--- config.mk ---
export PLATFORM = sky130hd
export DESIGN_NAME = aes_stream_adapter
export DESIGN_NICKNAME = d
export VERILOG_FILES = /design/src/rtl/aes_stream_adapter.sv
export SDC_FILE = /design/constraint.sdc
export NUM_CORES = 1
export LEC_CHECK = 0
export ABC_AREA = 1
export BUFFER_PORTS_ARGS = -buffer_cell sky130_fd_sc_hd__buf_2
export CAP_MARGIN = 15
export CORE_AREA = 3 3 176 178
export DETAILED_ROUTE_END_ITERATION = 8
export DIE_AREA = 0 0 179 181
export PLACE_DENSITY_LB_ADDON = 0.3
export RECOVER_POWER = 25
export SLEW_MARGIN = 20
export SYNTH_ARGS = -nofsm -noshare
export SYNTH_HDL_FRONTEND = slang
export SYNTH_SLANG_ARGS = --single-unit
--- constraint.sdc ---
create_clock -name clk -period 3.4 [get_ports clk]
set_input_delay 1.02 -clock clk [delete_from_list [all_inputs] [get_ports clk]]
set_output_delay 1.02 -clock clk [all_outputs]
set_load 0.005 [all_outputs]
--- src/rtl/aes_stream_adapter.sv ---
// 32-bit word-stream packer/unpacker around the iterative AES core.
// Optional stored-key reuse across blocks when AES_KEY_REUSE_EN is defined.
module aes_stream_adapter #(
  parameter int unsigned TIMEOUT = 63
) (
  input  logic         clk,
  input  logic         rst,
  input  logic         s_valid,
  output logic         s_ready,
  input  logic [31:0]  s_data,
  input  logic         s_mode,
  input  logic         s_newkey,
  output logic         aes_start,
  output logic         aes_mode,
  output logic [127:0] aes_key,
  output logic [127:0] aes_in,
  input  logic [127:0] aes_cipher,
  input  logic         aes_ready,
  output logic         m_valid,
  input  logic         m_ready,
  output logic [31:0]  m_data,
  output logic         m_last,
  output logic         err_timeout
);

  localparam int unsigned WORD_W = 32;
  localparam int unsigned BLK_W  = 128;
  localparam int unsigned TCNT_W = $clog2(TIMEOUT + 1);

  typedef enum logic [2:0] {
    LOAD_KEY,
    LOAD_DATA,
    START,
    WAIT,
    DRAIN
  } state_t;

  state_t              state;
  logic [1:0]          cnt;
  logic [TCNT_W-1:0]   tcnt;
  logic [BLK_W-1:0]    out_q;
  logic                key_loaded;
  logic                s_fire;
  logic                m_fire;
  logic                reuse_c;

  assign s_fire = s_valid && s_ready;
  assign m_fire = m_valid && m_ready;

`ifdef AES_KEY_REUSE_EN
  // First word of a block skips the key phase when a key is already stored.
  assign reuse_c = key_loaded && !s_newkey;
`else
  logic unused_ok;
  assign reuse_c   = 1'b0;
  assign unused_ok = ^{s_newkey, key_loaded};
`endif

  always_ff @(posedge clk) begin
    if (rst) begin
      state       <= LOAD_KEY;
      cnt         <= '0;
      tcnt        <= '0;
      key_loaded  <= 1'b0;
      s_ready     <= 1'b1;
      aes_start   <= 1'b0;
      aes_mode    <= 1'b0;
      aes_key     <= '0;
      aes_in      <= '0;
      out_q       <= '0;
      m_valid     <= 1'b0;
      m_data      <= '0;
      m_last      <= 1'b0;
      err_timeout <= 1'b0;
    end else begin
      aes_start   <= 1'b0;
      err_timeout <= 1'b0;
      case (state)
        LOAD_KEY: begin
          if (s_fire) begin
            cnt <= cnt + 2'd1;
            if (cnt == 2'd0) aes_mode <= s_mode;
            if (cnt == 2'd0 && reuse_c) begin
              aes_in <= {aes_in[BLK_W-WORD_W-1:0], s_data};
              state  <= LOAD_DATA;
            end else begin
              aes_key <= {aes_key[BLK_W-WORD_W-1:0], s_data};
              if (cnt == 2'd0) key_loaded <= 1'b0;
              if (cnt == 2'd3) begin
                key_loaded <= 1'b1;
                state      <= LOAD_DATA;
              end
            end
          end
        end
        LOAD_DATA: begin
          if (s_fire) begin
            cnt    <= cnt + 2'd1;
            aes_in <= {aes_in[BLK_W-WORD_W-1:0], s_data};
            if (cnt == 2'd3) begin
              s_ready   <= 1'b0;
              aes_start <= 1'b1;
              state     <= START;
            end
          end
        end
        START: begin
          tcnt  <= '0;
          state <= WAIT;
        end
        WAIT: begin
          // Key/data/mode stay frozen here; the core reads the key late.
          if (aes_ready) begin
            out_q   <= {aes_cipher[BLK_W-WORD_W-1:0], WORD_W'(0)};
            m_data  <= aes_cipher[BLK_W-1 -: WORD_W];
            m_valid <= 1'b1;
            m_last  <= 1'b0;
            cnt     <= '0;
            state   <= DRAIN;
          end else if (tcnt == TCNT_W'(TIMEOUT)) begin
            err_timeout <= 1'b1;
            s_ready     <= 1'b1;
            cnt         <= '0;
            state       <= LOAD_KEY;
          end else begin
            tcnt <= tcnt + TCNT_W'(1);
          end
        end
        DRAIN: begin
          if (m_fire) begin
            if (cnt == 2'd3) begin
              m_valid <= 1'b0;
              m_last  <= 1'b0;
              s_ready <= 1'b1;
              cnt     <= '0;
              state   <= LOAD_KEY;
            end else begin
              m_data <= out_q[BLK_W-1 -: WORD_W];
              out_q  <= {out_q[BLK_W-WORD_W-1:0], WORD_W'(0)};
              m_last <= (cnt == 2'd2);
              cnt    <= cnt + 2'd1;
            end
          end
        end
        default: begin
          s_ready <= 1'b1;
          cnt     <= '0;
          state   <= LOAD_KEY;
        end
      endcase
    end
  end

endmodule
==> results of run 1 <==
## cells by family after synthesis
logic type	after synthesis
compound gates	401
xor+xnor	1
fa+ha+maj	4
buf+inv	194
flops	401
simple gates	1142
## worst register-to-register path, cell delays in order (launching register included)
cell and delay [ns]:
dfxtp_1 0.57, nor2_2 0.12, nand2_1 0.16, clkinv_2 0.31
nand2_4 0.16, buf_12 0.41, nand2_1 0.21, a21oi_1 0.17
## state kept, by name, indices dropped and copies added, names as in the netlist
name         flops
m_valid          1
state            3
out_q           96
err_timeout      1
aes_key        128
aes_mode         1
m_last           1
cnt              2
tcnt             6
m_data          32
s_ready          1
aes_in         128
aes_start        1
## power groups by stage
| stage | sequential, mW | combinational, mW | clock [mW] |
|---|---|---|---|
| floorplan | 5.89 | 1.93 | 0 |
| global placement | 5.92 | 3.20 | 0 |
| detailed placement | 5.93 | 3.25 | 0 |
| CTS | 5.85 | 3.27 | 4.70 |
| global route | 5.95 | 3.66 | 4.90 |
| finish | 5.87 | 3.27 | 4.64 |
## cells in the mapped netlist, drive strengths merged
master / count
nand2: 493
nor2: 474
dfxtp: 401
o21ai: 229
nand3: 172
a21oi: 170
buf: 87
clkbuf: 81
inv: 26
ha: 4
a21boi: 1
a22oi: 1
nand4: 1
nor3: 1
nor4: 1
xor2: 1
## cells in the final DEF, fill, tap and decap left out
master,count
clkbuf_1,50
nand2_4,3
nor2_2,2
nand4_1,1
clkbuf_16,41
buf_12,10
buf_4,12
diode_2,10
bufinv_16,5
inv_1,18
o21ai_0,193
dfxtp_1,401
nand2_1,490
a21oi_1,170
clkbuf_8,10
inv_6,3
clkinvlp_4,2
inv_2,4
nor4_1,1
nand3_1,172
xor2_1,1
o21ai_1,36
buf_2,413
buf_1,2
nor3_1,1
nor2_4,3
a22oi_1,1
clkinv_2,5
nor2_1,469
inv_4,2
clkbuf_2,2
a21boi_0,1
ha_1,4
## worst paths after layout
kind	startpoint	endpoint	slack, ns	cells past startpoint
min reg2reg	aes_in[127]$_SDFFE_PP0N_	aes_in[127]$_SDFFE_PP0N_	0.46	2
max	rst	err_timeout$_SDFF_PP0_	0.93	3
min	aes_in[127]$_SDFFE_PP0N_	aes_in[127]$_SDFFE_PP0N_	0.46	2
max reg2reg	state[2]$_SDFFE_PP0P_	aes_in[3]$_SDFFE_PP0N_	1.22	7
## layer usage
layer	part of all wire (%)	vias to the layer above	routed length (µm)	track usage, %
met2	44	643	21000	41.8
met3	8.0	128	3810	5.86
met1	43	6824	20600	38.4
li1	-	7620	-	-
met5	0.11	-	53	0
met4	4.7	8	2240	12.7
## stage by stage
stage | instances | setup WS (ns) | instance area (µm²)
after CTS | 2918 | 1.24 | 19200
final | 2928 | 0.931 | 19200
after global placement | 2847 | 0.834 | 17900
after floorplan | 2143 | 1.35 | 15500
after global routing | 2928 | 0.759 | 19200
after detailed placement | 2847 | 0.819 | 17900
## layout make-up
class | count | area, µm² | share of cell area [%]
Tap cell | 390 | 488 | 2.54
Clock inverter | 13 | 203 | 1.06
Multi-Input combinational cell | 1548 | 6630 | 34.5
Clock buffer | 58 | 1190 | 6.20
Antenna cell | 10 | 25.0 | 0.130
Timing Repair Buffer | 482 | 2540 | 13.2
Inverter | 26 | 109 | 0.567
Sequential cell | 401 | 8030 | 41.8
==> summary.md, run 1 <==
| Metric | Value |
|---|---|
| PortBufs | `459` |
| Fin crit share | `72.6%` |
| Initial antenna violation count | `15` |
| DR iter-0 viols | `1371` |
| Worst Hold Class | `flop to flop` |
| # DRC | `0` |
| Crit path kind | `input port to flop` |
| CP max FO | `55` |
| Vias/cell | `5.20` |
| Cell Pwr Density | `718 nW/µm²` |
| CTS tree | `built` |
| Final count of hold timing violations | `0` |
| Critical Path Source Type | `input port` |
| Worst setup EP type | `flop` |
| Post-layout power | `13.8 mW` |
| Critical-path cell list | `clkbuf_2, clkbuf_2, nor4_1` |
| Mapped Cells | `2143` |
| Mux cell area share after synthesis | `0%` |
| Mapped Area | `15500 µm²` |
| Leading area contributor after synthesis | `dfxtp_1` |
| Compound-Gate Fraction of Synth Area | `13.0%` |
| Synth top area share | `51.9%` |
| Post-CTS Setup Inserts | `0` |
| Seq/Total Area, Yosys | `51.9%` |
| Max transition margin | `25.2%` |
| Syn nets | `2314` |
| Count of pins over their slew limit | `0` |
| Total number of clock tree sinks | `401` |
| WL per Instance | `16.3 µm` |
| Row cnt | `63` |
| Mean Syn Cell Area | `7.22 µm²` |
| Routed Antenna Nets | `0` |
| All-Layer GR Usage | `27.8%` |
| Max Root-Sink Buffers | `3` |
| Critical path data arrival time | `2.82 ns` |
| Worst path top cell family by delay | `buffers and inverters` |
| Main combinational cell family by area after synthesis | `simple AND/OR/NAND/NOR gates` |
| Setup TNS Final | `0 ns` |
| Simple-gate share of the synthesized area | `29.2%` |
| Share of layout cells above drive strength 1 | `20.5%` |
| Synth-to-layout area growth | `24.2%` |
| Outcome | `finished clean` |
| Vias | `15223` |
| Hpwl dp | `32.6 mm` |
| Internal power | `9.30 mW` |
| # setup viols final | `0` |
| Chip Height | `181 µm` |
| Slowest stage delay, CP | `0.98 ns` |
| Vias in the first global route | `13595` |
| Peak supply drop | `0.491 mV` |
| Worst-Skew Late Latency | `0.53 ns` |
| Synth cell types | `22` |
| Final Util | `65.0%` |
| Fmax | `405 MHz` |
| Dominant cells by area after synthesis | `dfxtp_1, nand2_1, nor2_1, o21ai_0, nand3_1` |
| Final WL | `47.7 mm` |
| Core Area | `29600 µm²` |
| CTS resizes | `0` |
| Total grt overflow | `0` |
| First-pass GRT wire length | `73.2 mm` |
| Seq cells post-synth | `401` |
| Power share of the sequential group | `42.6%` |
| Synth Area in Adders | `0.324%` |
| Clk slew on worst S/H paths | `0.06 ns` |
| RSZ-0062 raised after global routing | `no` |
| CP bufs+invs | `2` |
| Max-cap violations | `0` |
| Cts hold-fix bufs | `0` |
| CTS HTree Levels | `2` |
| Net Sw Frac | `32.6%` |
| Worst path slowest cell | `clkbuf_2` |
| Leak | `8.63 nW` |
| Worst clock skew | `0.0178 ns` |
| Final hold slack | `0.460 ns` |
| Most frequent CP cell | `clkbuf_2` |
| Ports | `461` |
| Combinational share of power | `23.8%` |
| Switching power | `4.49 mW` |
| XOR/XNOR Fraction of Synth Area | `0.0566%` |
| Fill cells | `2693` |
| Clock root buffer | `clkbuf_16` |
| Final nets | `2671` |
| Die W | `179 µm` |
| Routability cong. | `0.930` |
| Worst-margin pin slew | `1.12 ns` |
| First-pass DRT Iterations | `6` |
| Largest net degree at the start of global routing | `131` |
| Clock Power Share | `33.7%` |
| WP data required | `3.75 ns` |
| Initial Util | `52.3%` |
| Crit path time final | `2.47 ns` |
| Total CTS buffers | `41` |
| Die ar. | `32400 µm²` |
| Synth Warn # | `0` |
Note: power is estimated with default switching activity, not from simulation.
==> inputs of run 2 (changes only) <==
CORE_AREA = not set   (was 3 3 176 178)
CORE_MARGIN = 3   (was not set)
CORE_UTILIZATION = 52   (was not set)
DIE_AREA = not set   (was 0 0 179 181)
clock period = 2.6 ns   (was 3.4 ns; I/O delays follow)
==> run 2 against run 1 <==
Effect of this change:
- global-route usage shrank 0.063 points
- die area down 1.7%
- register-to-register slack got worse by 0.76 ns
- total power rose by 32%
- combinational power is 30% higher
- core utilization rose by 1.6 points
- clock-buffer cell count shrank 1
- first-iteration DRC count grew 6.5%
- non-clock buffer count rose by 10
- routed wire length about the same
- critical path type unchanged
- highest routed layer unchanged
==> summary.md, run 2 (synthesis gave the netlist of run 1 again) <==
| Metric | Value |
|---|---|
| Combinational share of power | `23.3% (was 23.8%)` |
| Total number of clock tree sinks | `401 (unchanged)` |
| R2r setup slk | `0.46 ns (was 1.22 ns)` |
| Max transition margin | `19.6% (was 25.2%)` |
| # setup viols final | `0 (unchanged)` |
| Clock root buffer | `clkbuf_16 (unchanged)` |
| Worst-margin pin slew | `1.21 ns (was 1.12 ns)` |
| Core Area | `29000 µm² (was 29600 µm²)` |
| Routed Antenna Nets | `0 (unchanged)` |
| CP max FO | `58 (was 55)` |
| Die W | `178 µm (was 179 µm)` |
| Worst clock skew | `0.0144 ns (was 0.0178 ns)` |
| Worst r2r src | `state[0]$_SDFFE_PP0P_ (was state[2]$_SDFFE_PP0P_)` |
| Initial antenna violation count | `8 (was 15)` |
| Vias/cell | `5.28 (was 5.20)` |
| PortBufs | `459 (unchanged)` |
| Clk slew on worst S/H paths | `0.06 ns (about the same)` |
| Post-CTS Setup Inserts | `0 (unchanged)` |
| Total grt overflow | `0 (unchanged)` |
| Hold Crit Start | `aes_in[96]$_SDFFE_PP0N_ (was aes_in[127]$_SDFFE_PP0N_)` |
| Synth-to-layout area growth | `24.9% (was 24.2%)` |
| Cell Pwr Density | `942 nW/µm² (was 718 nW/µm²)` |
| Commonest non-fill, non-tap cells in the layout | `nand2_1, nor2_1, dfxtp_1, buf_2, o21ai_0 (was nand2_1, nor2_1, buf_2, dfxtp_1, o21ai_0)` |
| Worst-Skew Late Latency | `0.52 ns (was 0.53 ns)` |
| Crit path kind | `input port to flop (unchanged)` |
| Most common cell after layout, fill and taps aside | `nand2_1 (unchanged)` |
| Post-layout power | `18.2 mW (was 13.8 mW)` |
| WP data required | `2.95 ns (was 3.75 ns)` |
| Critical path data arrival time | `2.66 ns (was 2.82 ns)` |
| Total CTS buffers | `41 (unchanged)` |
| Leak | `8.57 nW (was 8.63 nW)` |
| Final count of hold timing violations | `0 (unchanged)` |
| Vias in the first global route | `13791 (was 13595)` |
| Clock Power Share | `34.3% (was 33.7%)` |
| Internal power | `12.3 mW (was 9.30 mW)` |
| Power share of the sequential group | `42.4% (was 42.6%)` |
| Count of pins over their slew limit | `0 (unchanged)` |
| Worst path top cell family by delay | `buffers and inverters (unchanged)` |
| # DRC | `0 (unchanged)` |
| Hpwl dp | `32.7 mm (was 32.6 mm)` |
| Max-cap violations | `0 (unchanged)` |
| Switching power | `5.91 mW (was 4.49 mW)` |
| Max Root-Sink Buffers | `3 (unchanged)` |
| CP bufs+invs | `2 (unchanged)` |
| Chip Height | `178 µm (was 181 µm)` |
| Critical-path cell list | `clkbuf_2, clkbuf_2, nor4_1 (unchanged)` |
| Worst setup EP type | `flop (unchanged)` |
| WL per Instance | `16.3 µm (about the same)` |
| Critical Path Source Type | `input port (unchanged)` |
| CTS tree | `built (unchanged)` |
| Ports | `461 (unchanged)` |
| All-Layer GR Usage | `27.8% (about the same)` |
| First-pass GRT wire length | `72.1 mm (was 73.2 mm)` |
| Hold path endpoint | `aes_in[96]$_SDFFE_PP0N_ (was aes_in[127]$_SDFFE_PP0N_)` |
| Fmax | `432 MHz` |
| Crit path time final | `2.31 ns` |
| Die ar. | `31900 µm² (was 32400 µm²)` |
| Most frequent CP cell | `clkbuf_2 (unchanged)` |
| Fill cells | `2529 (was 2693)` |
| Outcome | `finished clean (unchanged)` |
| Row cnt | `62 (was 63)` |
| DR iter-0 viols | `1460 (was 1371)` |
| RSZ-0062 raised after global routing | `no (unchanged)` |
| First-pass DRT Iterations | `5 (was 6)` |
| Initial Util | `53.3% (was 52.3%)` |
| Worst hold stages | `2 (unchanged)` |
| Register area | `8030 µm² (unchanged)` |
| Net Sw Frac | `32.5% (was 32.6%)` |
| Total area of multi-input combinational cells | `6620 µm² (was 6630 µm²)` |
| Vias | `15497 (was 15223)` |
| R2r endpoint | `out_q[41]$_SDFFE_PP0P_ (was aes_in[3]$_SDFFE_PP0N_)` |
| Largest net degree at the start of global routing | `131 (unchanged)` |
| Share of layout cells above drive strength 1 | `19.1% (was 20.5%)` |
| Peak supply drop | `0.591 mV (was 0.491 mV)` |
| R2R cell count | `9 (was 7)` |
| Worst Hold Class | `flop to flop (unchanged)` |
| Slowest stage delay, CP | `1.02 ns (was 0.98 ns)` |
| Top flop regs | `aes_in (128), aes_key (128), out_q (96) (unchanged)` |
| Setup TNS Final | `0 ns (unchanged)` |
| Final nets | `2681 (was 2671)` |
| Fin crit share | `89.0%` |
| Worst path slowest cell | `clkbuf_2 (unchanged)` |
| Final WL | `47.7 mm (about the same)` |
| CTS resizes | `0 (unchanged)` |
| Routability cong. | `0.918 (was 0.930)` |
| Cts hold-fix bufs | `0 (unchanged)` |
| CTS HTree Levels | `2 (unchanged)` |
[run 2: cell types whose count changed in the layout (fill, tap and decap cells not counted), moves of 5 or more]
cell | previous run | this run
buf_12 | 10 | 15
clkbuf_1 | 50 | 93
buf_2 | 413 | 370
o21ai_0 | 193 | 184
o21ai_1 | 36 | 45
[run 2: per-layer routing]
metal / share of wire [%] / up-vias / global-route usage, %
met1: 43 / 7032 / 38.9
met2: 44 / 704 / 42.7
met3: 7.9 / 116 / 4.58
met4: 4.4 / 2 / 11.4
met5: 0.019 / - / 0
li1: - / 7643 / -
[run 2: area by class of cell]
| type | instances | area share (%) |
|---|---|---|
| sequential | 401 | 41.6 |
| multi-input combinational | 1548 | 34.3 |
| timing repair buffer | 492 | 13.6 |
| clock buffer | 57 | 6.15 |
| tap | 384 | 2.49 |
| clock inverter | 18 | 1.31 |
| inverter | 26 | 0.563 |
| antenna | 7 | 0.0907 |
[run 2: per-stage QoR]
| stage | utilization [%] | instance area, µm² | std cells | setup WS, ns | hold WS, ns |
|---|---|---|---|---|---|
| after floorplan | - | 15500 | 2143 | 0.786 | 0.441 |
| after global placement | 62.0 | 18000 | 2851 | 0.452 | 0.445 |
| after detailed placement | 62.0 | 18000 | 2851 | 0.401 | 0.450 |
| after CTS | 67.0 | 19400 | 2926 | 0.634 | 0.459 |
| after global routing | 66.6 | 19300 | 2933 | 0.224 | 0.478 |
| final | 66.6 | 19300 | 2933 | 0.287 | 0.460 |
[run 2: how the worst max path moves through the flow]
stage / depth (start not counted) / startpoint / to / slack, ns
6_report: 3 / rst / err_timeout$_SDFF_PP0_ / 0.29
4_1_cts: 9 / state[0]$_SDFFE_PP0P_ / out_q[41]$_SDFFE_PP0P_ / 0.63
3_5_place_dp: 9 / m_ready / out_q[99]$_SDFFE_PP0P_ / 0.40
3_3_place_gp: 9 / m_ready / out_q[125]$_SDFFE_PP0P_ / 0.45
2_1_floorplan: 6 / rst / aes_key[20]$_SDFFE_PP0P_ / 0.79
5_1_grt: 3 / rst / err_timeout$_SDFF_PP0_ / 0.22
[run 2: power groups by stage]
stage	clock network, mW	logic [mW]	registers (mW)
global route	6.54	4.75	7.80
floorplan	0	2.53	7.70
detailed placement	0	4.27	7.77
finish	6.24	4.24	7.70
global placement	0	4.19	7.77
CTS	6.32	4.30	7.67
[run 2: worst reg2reg max path: cells and delay by family (launching register included)]
family          cells  cell delay, ns
flops               1            0.47
simple gates        6            1.08
buf+inv             2            0.34
compound gates      1            0.16
